File: config.mk
export PLATFORM = sky130hd
export DESIGN_NAME = jk_reg_bank
export DESIGN_NICKNAME = d
export VERILOG_FILES = /design/src/rtl/jk_reg_bank.sv
export SDC_FILE = /design/constraint.sdc
export NUM_CORES = 1
export LEC_CHECK = 0
export ABC_AREA = 1
export CAP_MARGIN = 40
export CORE_MARGIN = 2
export CORE_UTILIZATION = 28
export DETAILED_ROUTE_END_ITERATION = 12
export GPL_ROUTABILITY_DRIVEN = 0
export SLEW_MARGIN = 25
export SYNTH_ARGS = -nofsm -noshare
export SYNTH_HDL_FRONTEND = slang
export SYNTH_SLANG_ARGS = --single-unit
File: constraint.sdc
create_clock -name clk -period 4.39 [get_ports clk]
set_input_delay 0.878 -clock clk [delete_from_list [all_inputs] [get_ports clk]]
set_output_delay 0.878 -clock clk [all_outputs]
set_load 0.005 [all_outputs]
File: src/rtl/jk_reg_bank.sv
// ----------------------------------------------------------------------------
// jk_reg_bank
//   Bank of WIDTH JK flip-flops on one clock. It adds a clock enable, a
//   parallel load, registered per-bit change flags and a saturating count of
//   toggle operations. It serves as a general control/status register bank.
//
// Ports
//   clk         rising-edge clock
//   rst         synchronous reset, active-high (highest priority)
//   en          enable for the JK update
//   j, k        per-bit J and K inputs
//   load        parallel load strobe; overrides en/j/k
//   load_data   value written by load
//   cnt_clr     synchronous clear of toggle_cnt; wins over same-cycle toggles
//   q           flip-flop state
//   q_n         ~q, combinational
//   changed     bit i is set when q[i] changed on the previous edge
//   toggle_cnt  saturating count of JK toggle (j=k=1) operations
// ----------------------------------------------------------------------------
module jk_reg_bank #(
    parameter int               WIDTH   = 8,
    parameter logic [WIDTH-1:0] RST_VAL = '0,
    parameter int               CNT_W   = 8
) (
    input  logic             clk,
    input  logic             rst,
    input  logic             en,
    input  logic [WIDTH-1:0] j,
    input  logic [WIDTH-1:0] k,
    input  logic             load,
    input  logic [WIDTH-1:0] load_data,
    input  logic             cnt_clr,
    output logic [WIDTH-1:0] q,
    output logic [WIDTH-1:0] q_n,
    output logic [WIDTH-1:0] changed,
    output logic [CNT_W-1:0] toggle_cnt
);

    // Popcount width, and a sum width one bit wider than either operand so
    // the addition can never wrap before the saturation compare.
    localparam int PW = $clog2(WIDTH + 1);
    localparam int SW = ((CNT_W > PW) ? CNT_W : PW) + 1;
    localparam logic [CNT_W-1:0] CNT_MAX = {CNT_W{1'b1}};

    logic [WIDTH-1:0] q_next;
    logic [PW-1:0]    pop;
    logic [SW-1:0]    sum;
    logic [CNT_W-1:0] cnt_next;
    logic             jk_active;

    assign jk_active = en && !load;

    always_comb begin
        q_next = q;
        if (load) begin
            q_next = load_data;
        end else if (en) begin
            for (int i = 0; i < WIDTH; i++) begin
                case ({j[i], k[i]})
                    2'b01:   q_next[i] = 1'b0;
                    2'b10:   q_next[i] = 1'b1;
                    2'b11:   q_next[i] = ~q[i];
                    default: q_next[i] = q[i];
                endcase
            end
        end
    end

    always_comb begin
        pop = '0;
        for (int i = 0; i < WIDTH; i++) begin
            pop = pop + PW'(j[i] & k[i]);
        end
    end

    always_comb begin
        sum      = SW'(toggle_cnt) + SW'(pop);
        cnt_next = toggle_cnt;
        if (cnt_clr) begin
            cnt_next = '0;
        end else if (jk_active) begin
            if (sum > SW'(CNT_MAX)) begin
                cnt_next = CNT_MAX;
            end else begin
                cnt_next = CNT_W'(sum);
            end
        end
    end

    always_ff @(posedge clk) begin
        if (rst) begin
            q          <= RST_VAL;
            changed    <= '0;
            toggle_cnt <= '0;
        end else begin
            q          <= q_next;
            changed    <= q_next ^ q;
            toggle_cnt <= cnt_next;
        end
    end

    assign q_n = ~q;

endmodule
==> impl_metrics.ini, run 1 <==
[synthesis]
syn_nets = 251
syn_area_per_cell_sq_um = 7.29
syn_area_sq_um = 1540
yosysUniqueCellTypes = 25
ys_ff_latch = 24
ys_seq_area_frac = 0.312
ys.flop_type = dfxtp_1
ys_warn_count = 0
synth_edf_count = 0
synthArstFlopShare = 0
syn_inst = 211

[pwr]
p_total_uw = 604
p_per_area_nw_per_um2 = 266
ir_drop_mv = 0.177
leakage_nw = 1.01

[finish]
fillCellCount = 529
final_core_util = 0.436
antennaDiodeCount = 0
layout_common_cells = 63 x nand2_1, 60 x clkdlybuf4s50_1, 27 x inv_1
final_common_cell = nand2_1
layout-drive-gt1-share = 0.150
multi_input_area_sq_um = 900
nets = 314
syn_to_final_growth_pct = 47.4
seq_area_sq_um = 480

[detailed_routing]
wl_per_cell_um = 10.8
ant_nets = 0
drtIter0Drc = 60
drc = 0
dr.pass1.iters = 4
num_vias = 1466
drt_wl_total_um = 3720
via_per_inst = 4.27

[clocking]
clock_latency_ns = 0.27
cts_max_path_buffers = 2
numCtsBuffers = 3
cts.sinks = 24
cts_tree = done
cts_root_buf = clkbuf_8
htreeDepth = 1
post_cts_buffers = 0
path_clk_slew_ns = 0.10

[timing]
rsz0062_at_grt = no
worst_pin_slew_ns = 0.791
holdWs_ns = 0.524
setup_viol_count_final = 0
finClkSkew_ns = 0.00755
clock.fmax_mhz = 240
fin_crit_ns = 4.17
finalHoldViolCount = 0
setup_tns_ns = 0
final_max_slew_viol_count = 0
fin_crit_sh = 0.951
max_slew_margin = 0.471
postLayoutSetupSlackWorst_ns = 0.217

[worst_setup_path]
end_kind = flop
criticalPathCategory = input pin to flop
crit_family = adder cells
required_ns = 4.61
regToRegSetupSlack_ns = 0.97
slowest_delay_ns = 0.55
start_kind = input pin
crit_path_frequent_cell = fa_1
slowest_stage = fa_1
worstPathArrival_ns = 4.39
crit_fanout = 6
crit_chain = clkdlybuf4s50_1, nand2_1, inv_1, fa_1, inv_1, fa_1, fa_1, fa_1, fa_2, o21ai_2, nand3_2, nand2_2, inv_2, a21oi_2
critPathBufInv = 4

[status]
status = finished clean

[global_routing]
overflow = 0
grt_max_degree = 18
grt_pass1_wl_um = 6190
antenna_found_initial = 0
grt_use_total = 0.125
grt_pass1_vias = 1337

[floorplanning]
core_sq_um = 5200
io_pins = 61
die_h_um = 78.1
initial_core_util = 0.296
fp.dieW_um = 78.1
dieArea_sq_um = 6110
rows = 26

[hold_path]
min_path_type = flop to flop

[placement]
io_buffers = 60
dpl_worst_slack_ns = -0.166
dp.final_hpwl_um = 2970

[run]
maxCapViolations = 0
[metrics by stage]
| step | area, sq um | instances |
|---|---|---|
| floorplan | 1540 | 211 |
| detailed placement | 2190 | 339 |
| global route | 2270 | 343 |
| finish | 2270 | 343 |
| CTS | 2270 | 343 |
| global placement | 2190 | 339 |
[final timing paths]
kind | cells after the start | to | start
max | 14 | toggle_cnt[3]$_SDFFE_PP0P_ | k[0]
max reg2reg | 11 | toggle_cnt[3]$_SDFFE_PP0P_ | toggle_cnt[0]$_SDFFE_PP0P_
min | 2 | toggle_cnt[2]$_SDFFE_PP0P_ | toggle_cnt[2]$_SDFFE_PP0P_
min reg2reg | 2 | toggle_cnt[2]$_SDFFE_PP0P_ | toggle_cnt[2]$_SDFFE_PP0P_
[cell families after synthesis]
logic type / Yosys count / synth area share
flip-flops: 24 / 0.312
AND/OR/NAND/NOR: 112 / 0.308
adder cells (fa/ha/maj): 11 / 0.114
XOR/XNOR: 1 / 0.00569
buffers and inverters: 34 / 0.105
AO/OA/AOI/OAI: 29 / 0.155
[cell usage after synthesis (3+ instances only)]
library cell,instances,area share
o211ai_2,7,0.057
a21oi_1,5,0.016
ha_1,6,0.049
o21ai_2,9,0.051
nor2_1,26,0.063
inv_1,27,0.066
fa_1,5,0.065
dfxtp_1,24,0.31
nand2_1,63,0.15
nand2_2,11,0.045
o21ai_0,3,0.0098
nand3_1,7,0.023
[area by class of cell]
class / instances / area share
multi-input combinational: 153 / 0.397
sequential: 24 / 0.212
clock buffer: 3 / 0.0182
timing repair buffer: 62 / 0.271
inverter: 30 / 0.0502
clock inverter: 1 / 0.0132
tap: 70 / 0.0386
[what timing repair did]
item / in CTS / in global routing
gates resized for setup: 0 / 1
setup endpoints to repair: 0 / 3
hold buffers: 0 / 0
[registers in the layout (all words and copies together), names as in the netlist]
signal,cells
toggle_cnt,8
changed,8
q,8
[per-layer routing]
layer	global-route usage	part of all wire	vias up
met3	0.0345	0.059	2
li1	-	-	784
met2	0.203	0.47	45
met1	0.167	0.47	635
met5	0	0	-
met4	0.0211	0.0030	0
[where the power goes]
group | total [mW] | switching [mW] | leakage, nW | internal (mW)
logic | 0.164 | 0.0738 | 0.778 | 0.0902
registers | 0.241 | 0.00944 | 0.198 | 0.232
clock network | 0.198 | 0.0764 | 0.0357 | 0.122
total | 0.604 | 0.160 | 1.01 | 0.444
[worst register-to-register path, cell delays in order (launching register included)]
cell and delay (ns):
dfxtp_1 0.36, fa_1 0.54, inv_1 0.05, fa_1 0.55, fa_1 0.44, fa_1 0.45, fa_2 0.37, o21ai_2 0.20
nand3_2 0.16, nand2_2 0.10, inv_2 0.04, a21oi_2 0.10
No activity file was read; power rests on OpenSTA's default activity.
==> run 2, diff against run 1 <==
- CAP_MARGIN: 40 -> not set
- CORE_UTILIZATION: 28 -> 43
- PLACE_DENSITY: not set -> 0.79
==> impl_metrics.ini, run 2 (same netlist as run 1, synthesis figures left out) <==
[finish]
syn_to_final_growth_pct = 44.7
layout_common_cells = 63 x nand2_1, 60 x clkdlybuf4s50_1, 27 x inv_1
antennaDiodeCount = 0
seq_area_sq_um = 480
reg_top3 = changed (8), q (8), toggle_cnt (8)
final_common_cell = nand2_1
layout-drive-gt1-share = 0.153
fillCellCount = 303
layout.cells.non_filler = 320
nets = 315
multi_input_area_sq_um = 900

[clocking]
cts-hold-fix-buffers = 0
clock_latency_ns = 0.31
numCtsBuffers = 3
cts_root_buf = clkbuf_4
cts.sinks = 24
path_clk_slew_ns = 0.13
htreeDepth = 1
cts_max_path_buffers = 2
cts_resized = 0
cts_tree = done
post_cts_buffers = 0

[global_routing]
grt_use_total = 0.181
overflow = 0
antenna_found_initial = 0
grt_max_degree = 18
grt_pass1_wl_um = 5830
grt_pass1_vias = 1347

[timing]
postLayoutSetupSlackWorst_ns = 0.232
worst_pin_slew_ns = 0.749
fin_crit_ns = 4.16
final_max_slew_viol_count = 0
rsz0062_at_grt = no
finalHoldViolCount = 0
setup_tns_ns = 0
max_slew_margin = 0.499
setup_viol_count_final = 0
holdWs_ns = 0.548
clock.fmax_mhz = 240
fin_crit_sh = 0.947
finClkSkew_ns = 0.000903

[status]
status = finished clean

[worst_setup_path]
slowest_delay_ns = 0.56
regToRegSetupSlack_ns = 0.95
worstPathArrival_ns = 4.42
crit_chain = clkdlybuf4s50_1, nand2_1, inv_1, fa_1, inv_1, fa_1, fa_1, fa_2, fa_1, o21ai_2, nand3_2, nand2_2, inv_2, a21oi_2
crit_path_frequent_cell = fa_1
worstReg2RegEnd = toggle_cnt[3]$_SDFFE_PP0P_
crit_fanout = 6
end_kind = flop
slowest_stage = fa_1
required_ns = 4.65
criticalPathCategory = input pin to flop
r2r_cells = 11
start_kind = input pin
timing.rr.start = toggle_cnt[0]$_SDFFE_PP0P_

[hold_path]
hp-start = toggle_cnt[2]$_SDFFE_PP0P_
min_to = toggle_cnt[2]$_SDFFE_PP0P_
min_path_type = flop to flop
min_path_cells = 2

[placement]
dp.cells = 316
dp.final_hpwl_um = 2830
dpl_worst_slack_ns = -0.193
io_buffers = 60

[floorplanning]
core_sq_um = 3390
dieArea_sq_um = 4070
io_pins = 61
rows = 21
fp.dieW_um = 63.8
die_h_um = 63.8
initial_core_util = 0.454

[detailed_routing]
drc = 0
dr.pass1.iters = 4
wl_per_cell_um = 11.0
num_vias = 1525
drtIter0Drc = 72
via_per_inst = 4.77
drt_wl_total_um = 3520
ant_nets = 0

[pwr]
leakage_nw = 1.01
ir_drop_mv = 0.125
p_per_area_nw_per_um2 = 256

[run]
maxCapViolations = 0
run 2: final cells by class:
| cell class | instances | share of cell area |
|---|---|---|
| multi-input cells | 153 | 0.404 |
| repair buffers | 63 | 0.280 |
| flip-flops and latches | 24 | 0.216 |
| inverters | 30 | 0.0511 |
| well taps | 46 | 0.0258 |
| clock inverters | 1 | 0.0135 |
| clock buffers | 3 | 0.0101 |
run 2: how the worst max path moves through the flow:
stage / from / to
floorplan: k[0] / toggle_cnt[3]$_SDFFE_PP0P_
global placement: k[0] / toggle_cnt[3]$_SDFFE_PP0P_
detailed placement: k[0] / toggle_cnt[3]$_SDFFE_PP0P_
CTS: k[0] / toggle_cnt[3]$_SDFFE_PP0P_
global route: j[0] / toggle_cnt[3]$_SDFFE_PP0P_
finish: k[0] / toggle_cnt[3]$_SDFFE_PP0P_
run 2: metrics by stage:
stage | util | power [mW] | area, sq um
6_report | 0.657 | 0.570 | 2230
3_5_place_dp | 0.641 | 0.414 | 2170
3_3_place_gp | 0.641 | 0.411 | 2170
4_1_cts | 0.656 | 0.573 | 2220
5_1_grt | 0.657 | 0.604 | 2230
2_1_floorplan | - | 0.332 | 1540
run 2: routing by layer:
metal  up-vias  GRT usage  wire length (um)
li1        787          -                 -
met1       679      0.238              1520
met2        51      0.289              1690
met3         8     0.0264               217
met4         0     0.0870                87
met5         -          0                 0
run 2: critical path, delay by kind of cell:
family	cells	cell delay, ns
adder cells (fa/ha/maj)	5	2.31
buffers and inverters	4	0.58
AND/OR/NAND/NOR	3	0.36
AO/OA/AOI/OAI	2	0.30
run 2: where the power goes:
part	total (mW)	switching, mW	leakage [nW]	internal [mW]
logic	0.168	0.0750	0.782	0.0928
clock network	0.161	0.0683	0.0279	0.0923
registers	0.241	0.00938	0.198	0.232
==> run 3, diff against run 2 <==
--- a/config.mk
+++ b/config.mk
@@ -13,2 +13,3 @@
 export PLACE_DENSITY = 0.79
+export RECOVER_POWER = 50
 export SLEW_MARGIN = 25
==> constraint.sdc (replaced) <==
create_clock -name clk -period 4.39 [get_ports clk]
set_input_delay 1.317 -clock clk [delete_from_list [all_inputs] [get_ports clk]]
set_output_delay 1.317 -clock clk [all_outputs]
set_load 0.005 [all_outputs]
==> impl_metrics.ini, run 3 (same netlist as run 1, synthesis figures left out) <==
[timing]
clock.fmax_mhz = 238
fin_crit_sh = 0.958
worst_pin_slew_ns = 0.800
finalHoldViolCount = 0
rsz0062_at_grt = no
fin_crit_ns = 4.21
setup_viol_count_final = 0
max_slew_margin = 0.465
final_max_slew_viol_count = 0
finClkSkew_ns = 0.00308

[floorplanning]
io_pins = 61
rows = 21
dieArea_sq_um = 4070
initial_core_util = 0.454
fp.dieW_um = 63.8
core_sq_um = 3390
die_h_um = 63.8

[finish]
nets = 319
final_area_sq_um = 2260
final_core_util = 0.666
antennaDiodeCount = 0
layout_common_cells = 63 x nand2_1, 35 x clkdlybuf4s50_1, 26 x nor2_1
final_common_cell = nand2_1
fillCellCount = 294
reg_top3 = changed (8), q (8), toggle_cnt (8)
layout-drive-gt1-share = 0.155
syn_to_final_growth_pct = 46.7

[global_routing]
antenna_found_initial = 0
grt_util_met2 = 0.341
grt_use_total = 0.199
overflow = 0
gr-usage-met3 = 0.0246
grt_pass1_vias = 1366
grt_busiest_layer = met2
grt_pass1_wl_um = 6270
grtUsageMet1 = 0.247
grt_max_degree = 18

[pwr]
p_per_area_nw_per_um2 = 256
ir_drop_mv = 0.158
leakage_nw = 1.08

[worst_setup_path]
criticalPathCategory = input pin to flop
worstReg2RegEnd = toggle_cnt[3]$_SDFFE_PP0P_
regToRegSetupSlack_ns = 1.05
r2r_cells = 11
crit_fanout = 6
required_ns = 4.67
timing.rr.start = toggle_cnt[0]$_SDFFE_PP0P_
end_kind = flop
worstPathArrival_ns = 4.49
start_kind = input pin

[detailed_routing]
drtIter0Drc = 59
ant_nets = 0
drc = 0
dr.pass1.iters = 4
num_vias = 1508
drt_wl_total_um = 3780
wl_per_cell_um = 11.7
via_per_inst = 4.65

[status]
status = finished clean

[placement]
io_buffers = 60
dp.final_hpwl_um = 2960
postPlaceCellArea_sq_um = 2190

[hold_path]
min_path_type = flop to flop
min_path_cells = 2
min_to = toggle_cnt[2]$_SDFFE_PP0P_
hp-start = toggle_cnt[2]$_SDFFE_PP0P_

[clocking]
cts_tree = done
cts_root_buf = clkbuf_4
cts_max_path_buffers = 2
htreeDepth = 1
cts.sinks = 24
numCtsBuffers = 3
path_clk_slew_ns = 0.14
cts-hold-fix-buffers = 0
clock_latency_ns = 0.34

[run]
maxCapViolations = 0
-- run 3: cell count changes in the layout (fill, tap and decap cells not counted), moves of 2 or more --
cell             previous run  this run
clkdlybuf4s15_1             0         4
dlygate4sd3_1               0        21
clkdlybuf4s50_1            60        35
inv_2                       2         4
o21ai_0                     3        10
inv_1                      27        25
o21ai_2                     9         1
buf_4                       3         7
-- run 3: report_power, final --
group,switching (mW),leakage [nW],internal [mW],total (mW)
logic,0.0761,0.856,0.0928,0.169
clock network,0.0770,0.0279,0.0925,0.170
registers,0.00838,0.198,0.232,0.240
-- run 3: what timing repair did --
| action | in CTS | in global routing |
|---|---|---|
| pin swaps | 8 | 11 |
| hold endpoints to repair | 0 | 0 |
| resized for setup | 8 | 8 |
| setup buffers | 1 | 1 |
| endpoints found under the setup margin | 8 | 4 |
| gates cloned | 0 | 0 |
-- run 3: final cells by class --
class / count / area (sq um) / area share
clock buffers: 3 / 22.5 / 0.00997
well taps: 46 / 57.6 / 0.0255
repair buffers: 67 / 653 / 0.289
multi-input cells: 153 / 901 / 0.399
flip-flops and latches: 24 / 480 / 0.213
clock inverters: 1 / 30.0 / 0.0133
inverters: 30 / 114 / 0.0504
-- run 3: routing by layer --
metal / share of wire / up-vias
met5: 0 / -
met3: 0.043 / 4
met4: 0.016 / 0
li1: - / 797
met2: 0.50 / 39
met1: 0.44 / 668
-- run 3: worst max-delay path by stage --
stage,startpoint,end,slack (ns),cells after the start
final,j[2],toggle_cnt[3]$_SDFFE_PP0P_,0.18,14
after global routing,k[2],toggle_cnt[3]$_SDFFE_PP0P_,0.02,14
after CTS,k[0],toggle_cnt[3]$_SDFFE_PP0P_,0.09,14
after detailed placement,k[0],toggle_cnt[3]$_SDFFE_PP0P_,-0.63,14
after global placement,k[0],toggle_cnt[3]$_SDFFE_PP0P_,-0.51,14
after floorplan,k[0],toggle_cnt[3]$_SDFFE_PP0P_,0.004,13
-- run 3: through the flow --
| stage | setup slack [ns] | TNS, ns | power (mW) | hold slack, ns | cells |
|---|---|---|---|---|---|
| after floorplan | 0.00430 | 0 | 0.332 | 0.494 | 211 |
| after global placement | -0.510 | -3.81 | 0.414 | 0.523 | 318 |
| after detailed placement | -0.634 | -4.50 | 0.418 | 0.523 | 318 |
| after CTS | 0.0940 | 0 | 0.589 | 0.542 | 323 |
| after global routing | 0.0161 | 0 | 0.612 | 0.582 | 324 |
| final | 0.185 | 0 | 0.579 | 0.532 | 324 |
-- run 3: critical path: stages --
cell and delay [ns]:
clkdlybuf4s15_1 0.18, nand2_1 0.08, inv_2 0.04, fa_1 0.51, inv_2 0.04, fa_1 0.53, fa_1 0.45, fa_2 0.39
fa_2 0.37, o21ai_4 0.21, nand3_4 0.13, nand2_2 0.09, inv_2 0.04, a21oi_2 0.11
